## src/rtl/div_unit_pkg.sv

```systemverilog
// div_unit_pkg
// Shared constants for the multi-cycle divider and the execute stage that
// drives it: FSM state encodings, start/ready handshake levels and the
// word / double-word width constants used for the hi/lo result bus.
package div_unit_pkg;

    // Divider FSM states. DivShort is only reachable when the design is
    // built with DIV_EARLY_EXIT_EN defined.
    typedef enum logic [2:0] {
        DivFree   = 3'd0,
        DivByZero = 3'd1,
        DivOn     = 3'd2,
        DivEnd    = 3'd3,
        DivShort  = 3'd4
    } div_state_t;

    // Handshake levels seen by the execute stage.
    localparam logic DivStart          = 1'b1;
    localparam logic DivStop           = 1'b0;
    localparam logic DivResultReady    = 1'b1;
    localparam logic DivResultNotReady = 1'b0;

    // Datapath width constants shared with the execute stage.
    localparam int          RegWidth     = 32;
    localparam int          DoubleRegBus = 2 * RegWidth;
    localparam logic [31:0] ZeroWord     = 32'h0000_0000;

endpackage

```

## src/rtl/div_unit.sv

```systemverilog
// div_unit
// Multi-cycle restoring shift-subtract divider for DIV (signed) and DIVU.
// One quotient bit is produced per cycle. Signed divides run on operand
// magnitudes and the signs are fixed up on the final edge.
//
// Ports:
//   clk           clock
//   rst           synchronous active-high reset
//   signed_div_i  1 = signed divide, 0 = unsigned
//   opdata1_i     dividend
//   opdata2_i     divisor
//   start_i       request; held high until the result has been consumed
//   annul_i       abort an in-flight divide (pipeline flush)
//   result_o      {remainder, quotient}
//   ready_o       result valid
//
// Build option:
//   DIV_EARLY_EXIT_EN  when defined, a nonzero divide whose dividend
//                      magnitude is below the divisor magnitude finishes in
//                      two edges via the DivShort state (quotient 0,
//                      remainder = original dividend).
module div_unit
    import div_unit_pkg::*;
#(
    parameter int WIDTH = 32
) (
    input  logic                 clk,
    input  logic                 rst,
    input  logic                 signed_div_i,
    input  logic [WIDTH-1:0]     opdata1_i,
    input  logic [WIDTH-1:0]     opdata2_i,
    input  logic                 start_i,
    input  logic                 annul_i,
    output logic [2*WIDTH-1:0]   result_o,
    output logic                 ready_o
);

    localparam int CntW = $clog2(WIDTH) + 1;
    localparam logic [CntW-1:0] LastCnt = CntW'(WIDTH);

    div_state_t          state_reg, state_next;
    logic [CntW-1:0]     cnt_reg, cnt_next;
    // Holds the dividend magnitude at start; quotient bits shift in from
    // the LSB as dividend bits shift out of the MSB.
    logic [WIDTH-1:0]    dividend_reg, dividend_next;
    logic [WIDTH-1:0]    divisor_reg, divisor_next;
    logic [WIDTH-1:0]    rem_reg, rem_next;
    logic                neg_q_reg, neg_q_next;
    logic                neg_r_reg, neg_r_next;
    logic [2*WIDTH-1:0]  result_reg, result_next;
    logic                ready_reg, ready_next;

    logic [WIDTH-1:0]    mag1;
    logic [WIDTH-1:0]    mag2;
    logic [WIDTH:0]      shifted;
    logic [WIDTH:0]      diff;
    logic [WIDTH-1:0]    quo_fixed;
    logic [WIDTH-1:0]    rem_fixed;

    // Operand magnitudes; only negated for a signed divide with MSB set.
    assign mag1 = (signed_div_i && opdata1_i[WIDTH-1]) ? (~opdata1_i + 1'b1) : opdata1_i;
    assign mag2 = (signed_div_i && opdata2_i[WIDTH-1]) ? (~opdata2_i + 1'b1) : opdata2_i;

    // Partial remainder with the next dividend bit appended. It needs
    // WIDTH+1 bits because the remainder can be as large as divisor-1,
    // whose MSB may be set. The top bit of the difference is then a clean
    // borrow: set exactly when the trial subtract would go negative.
    assign shifted = {rem_reg, dividend_reg[WIDTH-1]};
    assign diff    = shifted - {1'b0, divisor_reg};

    assign quo_fixed = neg_q_reg ? (~dividend_reg + 1'b1) : dividend_reg;
    assign rem_fixed = neg_r_reg ? (~rem_reg + 1'b1) : rem_reg;

    always_ff @(posedge clk) begin
        if (rst) begin
            state_reg    <= DivFree;
            cnt_reg      <= '0;
            dividend_reg <= '0;
            divisor_reg  <= '0;
            rem_reg      <= '0;
            neg_q_reg    <= 1'b0;
            neg_r_reg    <= 1'b0;
            result_reg   <= '0;
            ready_reg    <= DivResultNotReady;
        end else begin
            state_reg    <= state_next;
            cnt_reg      <= cnt_next;
            dividend_reg <= dividend_next;
            divisor_reg  <= divisor_next;
            rem_reg      <= rem_next;
            neg_q_reg    <= neg_q_next;
            neg_r_reg    <= neg_r_next;
            result_reg   <= result_next;
            ready_reg    <= ready_next;
        end
    end

    always_comb begin
        state_next    = state_reg;
        cnt_next      = cnt_reg;
        dividend_next = dividend_reg;
        divisor_next  = divisor_reg;
        rem_next      = rem_reg;
        neg_q_next    = neg_q_reg;
        neg_r_next    = neg_r_reg;
        result_next   = result_reg;
        ready_next    = ready_reg;

        case (state_reg)
            DivFree: begin
                ready_next  = DivResultNotReady;
                result_next = '0;
                if (start_i == DivStart && !annul_i) begin
                    if (opdata2_i == '0) begin
                        state_next = DivByZero;
                    end
`ifdef DIV_EARLY_EXIT_EN
                    else if (mag1 < mag2) begin
                        // Quotient is zero and the remainder is the raw
                        // dividend, so no iteration or sign fix is needed.
                        state_next    = DivShort;
                        rem_next      = opdata1_i;
                        dividend_next = '0;
                    end
`endif
                    else begin
                        state_next    = DivOn;
                        cnt_next      = '0;
                        dividend_next = mag1;
                        divisor_next  = mag2;
                        rem_next      = '0;
                        neg_q_next    = signed_div_i & (opdata1_i[WIDTH-1] ^ opdata2_i[WIDTH-1]);
                        neg_r_next    = signed_div_i & opdata1_i[WIDTH-1];
                    end
                end
            end

            DivByZero: begin
                state_next  = DivEnd;
                result_next = '0;
                ready_next  = DivResultReady;
            end

            DivShort: begin
                state_next  = DivEnd;
                result_next = {rem_reg, dividend_reg};
                ready_next  = DivResultReady;
            end

            DivOn: begin
                if (annul_i) begin
                    state_next  = DivFree;
                    ready_next  = DivResultNotReady;
                    result_next = '0;
                end else if (cnt_reg != LastCnt) begin
                    if (!diff[WIDTH]) begin
                        rem_next      = diff[WIDTH-1:0];
                        dividend_next = {dividend_reg[WIDTH-2:0], 1'b1};
                    end else begin
                        rem_next      = shifted[WIDTH-1:0];
                        dividend_next = {dividend_reg[WIDTH-2:0], 1'b0};
                    end
                    cnt_next = cnt_reg + 1'b1;
                end else begin
                    state_next  = DivEnd;
                    result_next = {rem_fixed, quo_fixed};
                    ready_next  = DivResultReady;
                end
            end

            DivEnd: begin
                // Annul is deliberately ignored here: execute drops start_i
                // on a flush, which releases the unit.
                if (start_i == DivStop) begin
                    state_next  = DivFree;
                    ready_next  = DivResultNotReady;
                    result_next = '0;
                end
            end

            default: begin
                state_next  = DivFree;
                ready_next  = DivResultNotReady;
                result_next = '0;
            end
        endcase
    end

    assign result_o = result_reg;
    assign ready_o  = ready_reg;

endmodule

```

## config.mk

```make
export PLATFORM = sky130hd
export DESIGN_NAME = div_unit
export DESIGN_NICKNAME = d
export VERILOG_FILES = /design/src/rtl/div_unit_pkg.sv /design/src/rtl/div_unit.sv
export SDC_FILE = /design/constraint.sdc
export NUM_CORES = 1
export LEC_CHECK = 0
export BUFFER_PORTS_ARGS = -buffer_cell sky130_fd_sc_hd__buf_2
export CORE_MARGIN = 2
export CORE_UTILIZATION = 55
export CTS_CLUSTER_SIZE = 16
export DETAILED_ROUTE_END_ITERATION = 12
export PLACE_DENSITY = 0.85
export SLEW_MARGIN = 20
export SYNTH_ARGS = -nofsm -noshare
export SYNTH_HDL_FRONTEND = slang
export SYNTH_SLANG_ARGS = --single-unit
```

## constraint.sdc

```tcl
create_clock -name clk -period 4.65 [get_ports clk]
set_input_delay 0.93 -clock clk [delete_from_list [all_inputs] [get_ports clk]]
set_output_delay 0.93 -clock clk [all_outputs]
set_load 0.01 [all_outputs]
```

Word level (Yosys, flattened, before mapping)
Index checks and enable logic that the tools add are counted.
- add/sub/neg operators: 6
- eq/ne operators: 11
- muxes and demuxes: 35
- bitwise gates (word level): 8
- reduce and logical (&&, ||, !) cells: 12
- operators by type and width (cell ; count):
    32-bit 2-to-1 mux ; 13
    64-bit 2-to-1 mux ; 3
    64-bit one-hot mux with 3 select lines ; 1
    32-bit by 1-bit adder with 32-bit output (second input constant) ; 4
    32-bit inverter ; 4
    32-bit one-hot mux with 2 select lines ; 2
    33-bit by 32-bit subtractor with 33-bit output ; 1
    32-bit logical NOT ; 1
    6-bit 2-to-1 mux ; 4
    3-bit 2-to-1 mux ; 4
    3-bit one-hot mux with 4 select lines ; 1
    6-bit one-hot mux with 2 select lines ; 1
    2-bit inequality test (second input constant) ; 5
    6-bit by 1-bit adder with 6-bit output (second input constant) ; 1
    3-bit by 2-bit equality test with 1-bit output (second input constant) ; 2
    6-bit inequality test (second input constant) ; 1
    3-bit AND reduction ; 2
    5-bit AND reduction ; 1
    1-bit 2-to-1 mux ; 4
    3-bit by 1-bit equality test with 1-bit output (second input constant) ; 1
    3-bit equality test (second input constant) ; 1
    1-bit logical AND ; 3
    3-bit logical NOT ; 1
    3-bit inequality test (second input constant) ; 1
    9 further kinds ; 10
- register bits: 172

Logic depth before layout (Yosys ltp)
- word-level depth: 6
- gate-level depth with buffers: 14
- depth with buffers taken out: 11

Worst setup path before layout
OpenSTA, ideal clock, no wires.
- path kind: register to register
- start: register dividend_reg[31]
- end: register rem_reg[22]
- library setup time: 0.060 ns
- data arrival time: 3.409 ns
- required time: 4.590 ns
- slack: 1.181 ns
- stages on the path, launching flop included: 15
- path through: dfxtp_1 > inv_1 > ha_1 > fa_1 > nand2b_1 > a21oi_1 > o21ai_1 > o211a_1 > a211o_1 > clkbuf_1 > a31o_2 > clkbuf_1 > a21oi_1 > buf_2 > a221o_1
- cells in the longest elaborated chain, start to end: 5
- RTL lines (item ; line ; text):
    start, declared ; div_unit.sv:45 ; logic [WIDTH-1:0] dividend_reg, dividend_next;
    start signal, assigned ; div_unit.sv:88 ; dividend_reg <= dividend_next;
    33-bit by 32-bit subtractor with 33-bit output ; div_unit.sv:69 ; assign diff = shifted - {1'b0, divisor_reg};
    32-bit 2-to-1 mux ; div_unit.sv:156 ; if (!diff[WIDTH]) begin
    32-bit 2-to-1 mux ; div_unit.sv:155 ; end else if (cnt_reg != LastCnt) begin
    32-bit 2-to-1 mux ; div_unit.sv:151 ; if (annul_i) begin
    32-bit one-hot mux with 2 select lines ; div_unit.sv:109 ; case (state_reg)
    end signal, assigned ; div_unit.sv:90 ; rem_reg <= rem_next;
    end, declared ; div_unit.sv:47 ; logic [WIDTH-1:0] rem_reg, rem_next;
No other way between the ends. The select of a mux whose other input is x is not followed.
A chain may end at the register's enable or synchronous reset.

Worst setup path in the final report
- start: register dividend_reg[31]
- end: register rem_reg[30]
The elaborated chain is that of the path after synthesis.

==> impl_metrics.ini <==
[min_path]
holdPathEnd = divisor_reg[30]$_SDFFE_PP0P_
hp-start = divisor_reg[30]$_SDFFE_PP0P_
hold_class = register to register
hold_depth = 2

[cts]
ctsHoldBuffers = 0
clock_latency_ns = 0.44
path_clk_slew_ns = 0.07
cts_buffers = 17
clock_path_buffers = 2
h-tree-depth = 4
cts_setup_buffers = 0
cts_tree = done
cts_root_buffer = clkbuf_16
clkSinkCount = 171
ctsResizeCount = 0

[floorplanning]
die_y_um = 147
die_area_mm2 = 0.0217
num_rows = 52
ios = 134
die_x_um = 147
core-area_mm2 = 0.0202
start_util_pct = 55.9

[place]
io_buffers = 133
hpwl_um = 23200
gp_congestion = 0.977
dp.cells = 1801

[route]
dr.pass1.iters = 7
final_antenna_net_count = 0
vias = 11300
drt_iter0_drc = 1269
drc = 0
finalWirelength_um = 31200
wl_per_cell_um = 17.0
drt-vias-per-instance = 6.15

[synth]
syn_nets = 1587
synth_cell_types = 62
yosysTopAreaCellShare_pct = 30.2
synth_edf_count = 0
ys_seq_elements = 171
synthCells = 1474
async_flop_share_pct = 0
ys_warn_count = 0
synth_top_area_cell = dfxtp_1
ys_seq_area_share_pct = 30.2
syn_area_per_cell_um2 = 7.68
synthTopCellsByArea = dfxtp_1 (30%), xnor2_1 (6.8%), nand2_1 (5.3%), nor2_1 (5.0%), a21oi_1 (4.8%)
yosys-top-cells-count = dfxtp_1 (171), nand2_1 (160), nor2_1 (152)
yosys_most_used_dff = dfxtp_1
synth.most_common_cell = dfxtp_1
netlist_area_mm2 = 0.0113

[sta]
timing.final.max_slew_violations = 0
rsz0062_at_grt = false
maxClockFrequency_ghz = 0.266
min_period_over_period_pct = 81.0
fin_tns_setup_ns = 0
finalCriticalPeriod_ns = 3.77
clock_skew_ns = 0.00917
setup_violations = 0
final_hold_viol_count = 0
tightestPinTransition_ns = 0.998
relSlewSlack_pct = 33.1
fin_hold_ws_ns = 0.469

[setup_path]
worstSetupPathType = register to register
worst-path-buf-inv = 1
r2r_end = rem_reg[30]$_SDFFE_PP0P_
r2r_slack_ns = 0.88
crit_required_ns = 5.00
cp_cell_sequence = inv_1 > ha_1 > fa_1 > nand2b_1 > a21oi_1 > o21ai_1 > o211a_1 > a211o_1 > and3_1 > or4_1 > o211ai_1
cp_max_fo = 24
arrival_ns = 4.12
reg2reg_depth = 11
critPathLaunchType = register
max_stage_delay_ns = 0.61
r2r_start = dividend_reg[31]$_SDFFE_PP0P_
end_kind = register
cpLargestDelayFamily = compound AO/OA/AOI/OAI gates
slowest_stage = or4_1

[finish]
areaGrowthSynthToFinish_pct = 12.3
final_util_pct = 62.8
multiInputGateArea_mm2 = 0.00734
fillers = 1728
finalNonFillerCells = 1833
num_antenna_cells = 0
final-seq-area_mm2 = 0.00342
largest_reg_flops = 64
nets = 1663
drive_gt1_share_pct = 13.1

[pwr]
p_clk_share_pct = 32.8
ir_worst_vdd_uv = 255
power-per-cell-area_mw_per_mm2 = 348
p_leak_nw = 5.15
p_sw_mw = 1.65
p_seq_share_pct = 37.7
netSwitchingFraction_pct = 37.2
power_mw = 4.43
internal-power_mw = 2.78
p_comb_share_pct = 29.5

[grt]
grt_pass1_wl_um = 50600
track_usage_pct = 28.2
grt_max_degree = 71
grt_antenna_before_repair = 0
overflow = 0
grt_pass1_vias = 9911

[status]
outcome = completed

[job]
cap_violations = 0
[stage by stage]
stage,area (um^2),setup slack (ns)
CTS,12700,0.955
detailed placement,12100,0.990
global placement,12100,1.08
floorplan,11300,1.18
finish,12700,0.885
global route,12700,0.701
[layout make-up]
class | count | share of cell area (%)
clock inverter | 15 | 1.39
sequential | 171 | 26.9
tap | 270 | 2.66
inverter | 58 | 1.71
multi-input combinational | 1153 | 57.8
clock buffer | 17 | 3.35
timing repair buffer | 149 | 6.20
[worst max path at each step]
stage,startpoint,endpoint,slack (ns),cells past startpoint
after floorplan,dividend_reg[31]$_SDFFE_PP0P_,rem_reg[22]$_SDFFE_PP0P_,1.18,14
after global placement,opdata2_i[27],rem_reg[27]$_SDFFE_PP0P_,1.08,11
after detailed placement,dividend_reg[31]$_SDFFE_PP0P_,rem_reg[30]$_SDFFE_PP0P_,0.99,11
after CTS,dividend_reg[31]$_SDFFE_PP0P_,rem_reg[30]$_SDFFE_PP0P_,0.96,11
after global routing,dividend_reg[31]$_SDFFE_PP0P_,rem_reg[30]$_SDFFE_PP0P_,0.70,11
final,dividend_reg[31]$_SDFFE_PP0P_,rem_reg[30]$_SDFFE_PP0P_,0.88,11
[tightest hold or removal path, cell delays in order (launching register included)]
cell and delay (ns):
dfxtp_1 0.32, nand2_1 0.05, a21oi_1 0.05
[placed cells by master (no fill, tap or decap), types with 19 or more instances in the layout]
cell	Yosys	final
a211oi_1	35	35
a21oi_1	109	109
a221o_1	19	19
a22o_1	21	21
a22oi_1	38	38
and3_1	19	19
buf_2	4	132
dfxtp_1	171	170
ha_1	43	42
inv_1	58	58
nand2_1	160	160
nand3_1	27	27
nor2_1	152	149
nor3_1	35	34
nor4_1	33	33
o21ai_0	74	73
o31ai_1	36	36
xnor2_1	88	88
xor2_1	60	60
[layer usage]
layer	routed length (um)	vias up	track usage, %	share of wire, %
met5	0	-	0	0
met4	350	0	6.97	1.1
met3	3260	33	5.22	10
met2	13200	558	41.5	42
met1	14500	5194	42.7	46
li1	-	5483	-	-
[kinds of logic after synthesis]
logic type	count (synthesis)	synth area share [%]
AND/OR/NAND/NOR	521	21.7
AO/OA/AOI/OAI	428	25.5
flip-flops	171	30.2
buffers and inverters	150	5.09
XOR/XNOR	148	11.5
adder cells (fa/ha/maj)	44	4.93
multiplexers	12	1.08
[power by group through the flow]
stage | Sequential (mW) | Clock [mW] | Combinational [mW]
finish | 1.67 | 1.45 | 1.31
global route | 1.68 | 1.51 | 1.44
CTS | 1.66 | 1.46 | 1.28
detailed placement | 1.70 | 0 | 1.27
global placement | 1.69 | 0 | 1.25
floorplan | 1.66 | 0 | 0.966
No activity file was read; power rests on OpenSTA's default activity.
